===== config.mk =====
export PLATFORM = sky130hd
export DESIGN_NAME = mips_multicycle_ctrl
export DESIGN_NICKNAME = d
export VERILOG_FILES = /design/src/rtl/mips_multicycle_ctrl.sv
export SDC_FILE = /design/constraint.sdc
export NUM_CORES = 1
export LEC_CHECK = 0
export CAP_MARGIN = 25
export CORE_MARGIN = 2
export CORE_UTILIZATION = 40
export CTS_BUF_LIST = sky130_fd_sc_hd__clkbuf_16
export CTS_CLUSTER_DIAMETER = 200
export DETAILED_ROUTE_END_ITERATION = 16
export PLACE_DENSITY = 0.73
export SKIP_CTS_REPAIR_TIMING = 1
export SLEW_MARGIN = 20
export SYNTH_ARGS = -nofsm -noshare
export SYNTH_HDL_FRONTEND = slang
export SYNTH_SLANG_ARGS = --single-unit

===== constraint.sdc =====
create_clock -name clk -period 3.9 [get_ports clk]
set_input_delay 0.585 -clock clk [delete_from_list [all_inputs] [get_ports clk]]
set_output_delay 0.585 -clock clk [all_outputs]
set_load 0.01 [all_outputs]

===== src/rtl/mips_multicycle_ctrl.sv =====
// mips_multicycle_ctrl
//   Multi-cycle sequencer for the MIPS datapath. Steps each instruction
//   through FETCH, DECODE, EXEC, MEM and WB, one state per cycle, waiting on
//   instruction/data memory ready handshakes. It turns the decoder's
//   combinational controls into single-cycle write strobes. It halts on an
//   exception or on a data-memory timeout.
//
// Parameters
//   STALL_LIMIT  max MEM wait cycles before bus_error (1..255, default 15)
//
// Configuration macro
//   MC_ADDM_EN   defined: addm takes the load path (MEM then WB).
//                undefined: addm=1 is treated as an exception in DECODE.
//
// Ports
//   clk, reset                    clock (rising edge), async active-low reset
//   imem_ready, dmem_ready        memory handshakes
//   writeenable, except, mem_read,
//   word_we, byte_we, addm,
//   control_type[1:0]             decoder outputs for the instruction in IR
//   imem_req, ir_we               fetch request, IR capture strobe
//   dmem_req, dmem_wr             data request, request is a write
//   rf_we, pc_we, pc_sel[1:0]     register file / PC strobes, next-PC select
//   halted, bus_error             machine stopped, sticky timeout flag
//   state[2:0]                    current state encoding (debug)

module mips_multicycle_ctrl #(
  parameter int STALL_LIMIT = 15
) (
  input  logic       clk,
  input  logic       reset,
  input  logic       imem_ready,
  input  logic       dmem_ready,
  input  logic       writeenable,
  input  logic       except,
  input  logic       mem_read,
  input  logic       word_we,
  input  logic       byte_we,
  input  logic       addm,
  input  logic [1:0] control_type,
  output logic       imem_req,
  output logic       ir_we,
  output logic       dmem_req,
  output logic       dmem_wr,
  output logic       rf_we,
  output logic       pc_we,
  output logic [1:0] pc_sel,
  output logic       halted,
  output logic       bus_error,
  output logic [2:0] state
);

  typedef enum logic [2:0] {
    S_FETCH  = 3'd0,
    S_DECODE = 3'd1,
    S_EXEC   = 3'd2,
    S_MEM    = 3'd3,
    S_WB     = 3'd4,
    S_HALT   = 3'd5
  } state_t;

  localparam logic [7:0] LIMIT = STALL_LIMIT[7:0];

  state_t     cur;
  logic [7:0] stall_cnt;
  logic       mem_op;
  logic       addm_exc;
  logic       is_store;
  logic       stall_hit;

  // Without addm support, addm never starts a memory access and instead
  // traps in DECODE like any other unrecognised instruction.
`ifdef MC_ADDM_EN
  assign mem_op   = mem_read | word_we | byte_we | addm;
  assign addm_exc = 1'b0;
`else
  assign mem_op   = mem_read | word_we | byte_we;
  assign addm_exc = addm;
`endif

  assign is_store  = word_we | byte_we;
  // True on the MEM wait cycle that would push the count up to the limit.
  assign stall_hit = (stall_cnt + 8'd1) == LIMIT;
  assign state     = cur;

  // State register plus the registered status flags. Unused codes 6 and 7
  // fall into HALT so a corrupted state never issues strobes for long.
  always_ff @(posedge clk or negedge reset) begin
    if (!reset) begin
      cur       <= S_FETCH;
      stall_cnt <= 8'd0;
      halted    <= 1'b0;
      bus_error <= 1'b0;
    end else begin
      case (cur)
        S_FETCH: begin
          if (imem_ready) cur <= S_DECODE;
        end
        S_DECODE: begin
          if (except | addm_exc) begin
            cur    <= S_HALT;
            halted <= 1'b1;
          end else begin
            cur <= S_EXEC;
          end
        end
        S_EXEC: begin
          if (mem_op) begin
            cur       <= S_MEM;
            stall_cnt <= 8'd0;
          end else if (writeenable) begin
            cur <= S_WB;
          end else begin
            cur <= S_FETCH;
          end
        end
        S_MEM: begin
          // Ready takes priority over the timeout on the limit cycle.
          if (dmem_ready) begin
            cur <= is_store ? S_FETCH : S_WB;
          end else if (stall_hit) begin
            cur       <= S_HALT;
            halted    <= 1'b1;
            bus_error <= 1'b1;
          end else begin
            stall_cnt <= stall_cnt + 8'd1;
          end
        end
        S_WB: begin
          cur <= S_FETCH;
        end
        S_HALT: begin
          halted <= 1'b1;
        end
        default: begin
          cur    <= S_HALT;
          halted <= 1'b1;
        end
      endcase
    end
  end

  // Strobes are decoded from the current state and this cycle's inputs so
  // that ir_we and the memory-completion PC write land in the ready cycle.
  // Everything is gated by reset so an in-flight write is killed at once.
  always_comb begin
    imem_req = 1'b0;
    ir_we    = 1'b0;
    dmem_req = 1'b0;
    dmem_wr  = 1'b0;
    rf_we    = 1'b0;
    pc_we    = 1'b0;
    pc_sel   = 2'b00;
    if (reset) begin
      case (cur)
        S_FETCH: begin
          imem_req = 1'b1;
          ir_we    = imem_ready;
        end
        S_EXEC: begin
          if (!mem_op && !writeenable) begin
            pc_we  = 1'b1;
            pc_sel = control_type;
          end
        end
        S_MEM: begin
          dmem_req = 1'b1;
          dmem_wr  = is_store;
          pc_we    = dmem_ready & is_store;
        end
        S_WB: begin
          rf_we = 1'b1;
          pc_we = 1'b1;
        end
        default: begin
          imem_req = 1'b0;
        end
      endcase
    end
  end

endmodule


==> impl_metrics.toml, run 1 <==
[cts]
htree_levels = 1
cts-root-buf = "clkbuf_16"
cts_num_sinks = 13
numCtsBuffers = 3
clk_latency_ns = 0.24
clkTransAtPathRegs_ns = 0.05
cts_tree = "yes"
clockBufferDepth = 2

[power_and_ir_drop]
p_leak_nw = 0.591
ir_drop_mv = 0.185
seq_power_share_pct = 37.7
switchingPower_w = 0.0000768
p_clk_share_pct = 53.3
swShare_pct = 21.0
p_int_w = 0.000288
powerDensity_mw_per_mm2 = 276
comb_power_share_pct = 9.0

[sta]
fin_crit_sh_pct = 78.3
rsz0062_at_grt = "no"
fmax_mhz = 328
setup_viol = 0
period_minus_slack_ns = 3.05
fin_ws_ns = 0.847
fin_tns_setup_ns = 0
fin_skew_ns = 0.00418
relSlewSlack_pct = 59.9
worst_pin_slew_ns = 0.602
hold_viol_final = 0
final-max-slew-violation-count = 0

[min_path]
min_to = "bus_error$_DFFE_PN0P_"
hold_start = "bus_error$_DFFE_PN0P_"
holdPathStages = 1
hp-class = "flop to flop"

[floorplanning]
die_x_um = 53.9
die_h_um = 53.9
start_util_pct = 41.4
ios = 25
rows = 18
dieArea_mm2 = 0.00291
core_mm2 = 0.00241

[worst_setup_path]
reg2reg_from = "stall_cnt[0]$_DFFE_PN0P_"
r2r_cells = 6
r2r_setup_slack_ns = 1.58
cp_max_fo = 5
arrival_ns = 2.47
worst_setup_path_end_kind = "output port"
critical_path_class = "input pin to output port"
reg2reg_to = "stall_cnt[1]$_DFFE_PN0P_"
crit_required_ns = 3.31
startpoint_type = "input pin"

[grt]
grt_max_degree = 25
overflow = 0
antenna_found_initial = 0
grt_usage_pct = 19.8
grt_pass1_vias = 943
grt_pass1_wl_um = 4150

[yosys]
syn_area_per_cell_um2 = 8.67
yosysWarningCount = 0
ys.flop_type = "dfrtp_1"
syn-instance-count = 115
ys_ff_latch = 13
synth_nets = 129
ys_types = 49
ys_seq_area_share_pct = 32.6
synth_edf_count = 0
netlist.area_leader.share_pct = 32.6
synth.most_common_cell = "dfrtp_1"
yosysTopAreaCell = "dfrtp_1"
synth_common_cells = "dfrtp_1, nand2_1, nor2_1"
async_flop_share_pct = 100
syn-cell-area_um2 = 997
synthTopCellsByArea = "dfrtp_1, nand2_1, nor2_1"

[cells_and_area]
areaGrowthSynthToFinish_pct = 32.7
nNetsFinal = 153
fillers = 215
diodes = 0
drive_gt1_share_pct = 10.9

[detailed_routing]
ant_nets = 0
dr.pass1.iters = 4
num_vias = 1006
vias_per_cell = 5.99
wirelength_um = 2560
drc = 0
wire_per_inst_um = 15.3
drt_iter0_drc = 28

[outcome]
status = "finished clean"

[placed_design]
port_buffers = 24
pre_cts_slack_ns = 0.853
dp_hpwl_um = 1830
routabilityCongestion = 0.839

[run]
maxCapViolCount = 0
state kept, by name, indices dropped and copies added (netlist names):
register,flops
bus_error,1
halted,1
stall_cnt,8
state,3
worst max-delay path: stages:
cell and delay [ns]:
clkdlybuf4s50_1 0.43, or3_1 0.47, nor3_1 0.28, and2_1 0.17, clkdlybuf4s50_1 0.53
cell type report:
cell class / count / area (um^2) / share of cell area [%]
Tap cell: 30 / 37.5 / 2.84
Sequential cell: 13 / 325 / 24.6
Inverter: 7 / 26.3 / 1.98
Clock inverter: 1 / 3.75 / 0.284
Multi-Input combinational cell: 87 / 593 / 44.8
Timing Repair Buffer: 27 / 263 / 19.8
Clock buffer: 3 / 75.1 / 5.67
layer usage:
layer,up-vias,GRT usage (%),part of all wire (%)
met5,-,0,0
met4,0,12.8,2.1
met3,8,3.33,6.4
met2,50,29.9,47
met1,474,25.9,44
li1,474,-,-
power by group through the flow:
stage | combinational, W | sequential [W] | clock (W)
3_5_place_dp | 0.0000327 | 0.000140 | 0
4_1_cts | 0.0000329 | 0.000138 | 0.000196
6_report | 0.0000327 | 0.000138 | 0.000195
5_1_grt | 0.0000354 | 0.000138 | 0.000204
2_1_floorplan | 0.0000145 | 0.000139 | 0
3_3_place_gp | 0.0000320 | 0.000140 | 0
cell usage in the layout (no fill, tap or decap), drive strengths merged, types with 4 or more instances in the layout:
cell type       n
a21oi           6
inv             8
and2            4
clkdlybuf4s50  24
o21ai           4
nand2          12
nor2           10
nand3           4
dfrtp          13
through the flow:
stage	power, W	utilization (%)	cell area (um^2)	hold slack [ns]	instances
6_report	0.000365	54.9	1320	0.467	168
5_1_grt	0.000378	54.9	1320	0.481	168
4_1_cts	0.000367	54.9	1320	0.472	168
3_5_place_dp	0.000173	51.7	1240	0.456	164
3_3_place_gp	0.000172	51.7	1240	0.469	164
2_1_floorplan	0.000154	-	997	0.289	115
logic make-up after synthesis:
group	count (synthesis)	synth area share [%]
AO/OA/AOI/OAI	34	26.6
XOR/XNOR	2	2.51
adder cells (fa/ha/maj)	2	2.51
buffers and inverters	15	7.91
flip-flops	13	32.6
multiplexers	1	1.00
AND/OR/NAND/NOR	48	26.9
worst max path at each step:
stage               startpoint         to  slack [ns]  cells past startpoint
floorplan              byte_we  pc_sel[0]        1.86                      3
global placement       byte_we  pc_sel[0]        0.88                      5
detailed placement     byte_we  pc_sel[0]        0.85                      5
CTS                    byte_we  pc_sel[0]        0.85                      5
global route           byte_we  pc_sel[1]        0.77                      5
finish                 byte_we  pc_sel[0]        0.85                      5
(Power assumes the default switching activity.)
==> inputs of run 2 (changes only) <==
--- a/config.mk
+++ b/config.mk
@@ -11,7 +11,7 @@
 export CTS_BUF_LIST = sky130_fd_sc_hd__clkbuf_16
 export CTS_CLUSTER_DIAMETER = 200
 export DETAILED_ROUTE_END_ITERATION = 16
-export PLACE_DENSITY = 0.73
+export PLACE_DENSITY = 0.76
 export SKIP_CTS_REPAIR_TIMING = 1
 export SLEW_MARGIN = 20
 export SYNTH_ARGS = -nofsm -noshare
==> constraint.sdc (replaced) <==
create_clock -name clk -period 2.55 [get_ports clk]
set_input_delay 0.3825 -clock clk [delete_from_list [all_inputs] [get_ports clk]]
set_output_delay 0.3825 -clock clk [all_outputs]
set_load 0.01 [all_outputs]
==> run 2 against run 1 <==
  * Clock-buffer cell count did not move
  * Worst setup slack got worse by 0.75 ns
  * Clock power rose by 51%
  * Worst hold slack improved by 0.012 ns
  * Global-route usage rose by 1.6 points
  * Register-to-register slack got worse by 1.4 ns
==> impl_metrics.toml, run 2 (same netlist as run 1, synthesis figures left out) <==
[outcome]
status = "finished clean"

[run]
maxCapViolCount = 0

[detailed_routing]
num_vias = 1052
vias_per_cell = 6.05
drc = 0
top_layer = "met4"
drt_iter0_drc = 15
routed-wl-met3_um = 195
wirelength_um = 2740
wire_per_inst_um = 15.8
dr.pass1.iters = 4
wl_met1_um = 1150
met2_length_um = 1350
ant_nets = 0

[grt]
grt_pass1_wl_um = 4450
grt_pass1_vias = 1010
grt_max_degree = 14
antenna_found_initial = 0
overflow = 0
grt_usage_pct = 21.4

[cells_and_area]
layout_commonest_cell = "clkdlybuf4s50_1"
largest_register_ffs = 8
layout_common_cells = "clkdlybuf4s50_1, dfrtp_1, nand2_1, nor2_1, buf_4"
largest_register = "stall_cnt"
diodes = 0
nNetsFinal = 159
drive_gt1_share_pct = 16.0
areaGrowthSynthToFinish_pct = 38.9
fin_cells = 174

[placed_design]
pre_cts_slack_ns = -0.0670
port_buffers = 24
dp.cells = 170
dp_hpwl_um = 2040
routabilityCongestion = 0.934

[power_and_ir_drop]
powerDensity_mw_per_mm2 = 405
seq_power_share_pct = 37.6
p_int_w = 0.000445
power.total_w = 0.000561
swShare_pct = 20.7
switchingPower_w = 0.000116
p_leak_nw = 0.630
p_clk_share_pct = 52.3
ir_drop_mv = 0.262
comb_power_share_pct = 10.1

[worst_setup_path]
arrival_ns = 2.07
slowest_delay_ns = 0.60
startpoint_type = "input pin"
cp_max_fo = 7
worst_setup_path_end_kind = "output port"
cp_common_cell = "clkdlybuf4s50_1"
path_cells = "clkdlybuf4s50_1 > nand3_1 > nor3_4 > and2_1 > clkdlybuf4s50_1"
critical_path_class = "input pin to output port"
crit_slowest_cell = "clkdlybuf4s50_1"
crit_required_ns = 2.17

[sta]
fin_ws_ns = 0.101
fin_crit_sh_pct = 96.0
period_minus_slack_ns = 2.45
fin_tns_setup_ns = 0
fin_skew_ns = 0.00146
setup_viol = 0
fmax_mhz = 408
final-max-slew-violation-count = 0
fin_hold_ws_ns = 0.479
worst_pin_slew_ns = 0.630
hold_viol_final = 0
relSlewSlack_pct = 58.0

[cts]
cts-root-buf = "clkbuf_16"
cts_num_sinks = 13
clkTransAtPathRegs_ns = 0.04
clockBufferDepth = 2
numCtsBuffers = 3
htree_levels = 1
cts_tree = "yes"
clk_latency_ns = 0.24

[floorplanning]
dieArea_mm2 = 0.00291
die_h_um = 53.9
core_mm2 = 0.00241
die_x_um = 53.9
start_util_pct = 41.4
ios = 25
rows = 18

[min_path]
hp-class = "flop to flop"
## run 2: layout make-up
type	count	area (um^2)
clock inverter	1	3.75
fill	215	1020
inverter	7	26.3
multi-input combinational	87	609
tap	30	37.5
clock buffer	3	75.1
timing repair buffer	33	308
sequential	13	325
## run 2: critical path: cells and delay by family
family | cells | cell delay [ns]
buffers and inverters | 2 | 1.14
and+or+nand+nor | 3 | 0.54
## run 2: power by group through the flow
stage	Clock [W]	Sequential, W	Combinational [W]
5_1_grt	0.000304	0.000211	0.0000619
3_5_place_dp	0	0.000214	0.0000549
2_1_floorplan	0	0.000213	0.0000221
4_1_cts	0.000295	0.000211	0.0000554
3_3_place_gp	0	0.000214	0.0000533
6_report	0.000294	0.000211	0.0000566
## run 2: metal layers
layer  global-route usage, %  vias up
met5                       0        -
met4                    10.3        0
met3                    5.28        7
met2                    35.6       51
met1                    25.7      507
li1                        -      487
## run 2: metrics by stage
| step | cell area, um^2 | util [%] |
|---|---|---|
| floorplan | 997 | - |
| global placement | 1290 | 53.5 |
| detailed placement | 1290 | 53.5 |
| CTS | 1370 | 56.8 |
| global route | 1390 | 57.5 |
| finish | 1390 | 57.5 |
## run 2: path summary, 6_finish.rpt
path | startpoint | endpoint | slack (ns) | cells after the start
setup / recovery | reset | pc_sel[0] | 0.10 | 5
max in group asynchronous | reset | stall_cnt[2]$_DFFE_PN0P_ | 1.80 | 2
min in group asynchronous | reset | state[2]$_DFFE_PN0P_ | 0.62 | 2
setup reg to reg | stall_cnt[0]$_DFFE_PN0P_ | stall_cnt[1]$_DFFE_PN0P_ | 0.20 | 6
hold reg to reg | halted$_DFFE_PN0P_ | halted$_DFFE_PN0P_ | 0.48 | 1
hold / removal | halted$_DFFE_PN0P_ | halted$_DFFE_PN0P_ | 0.48 | 1
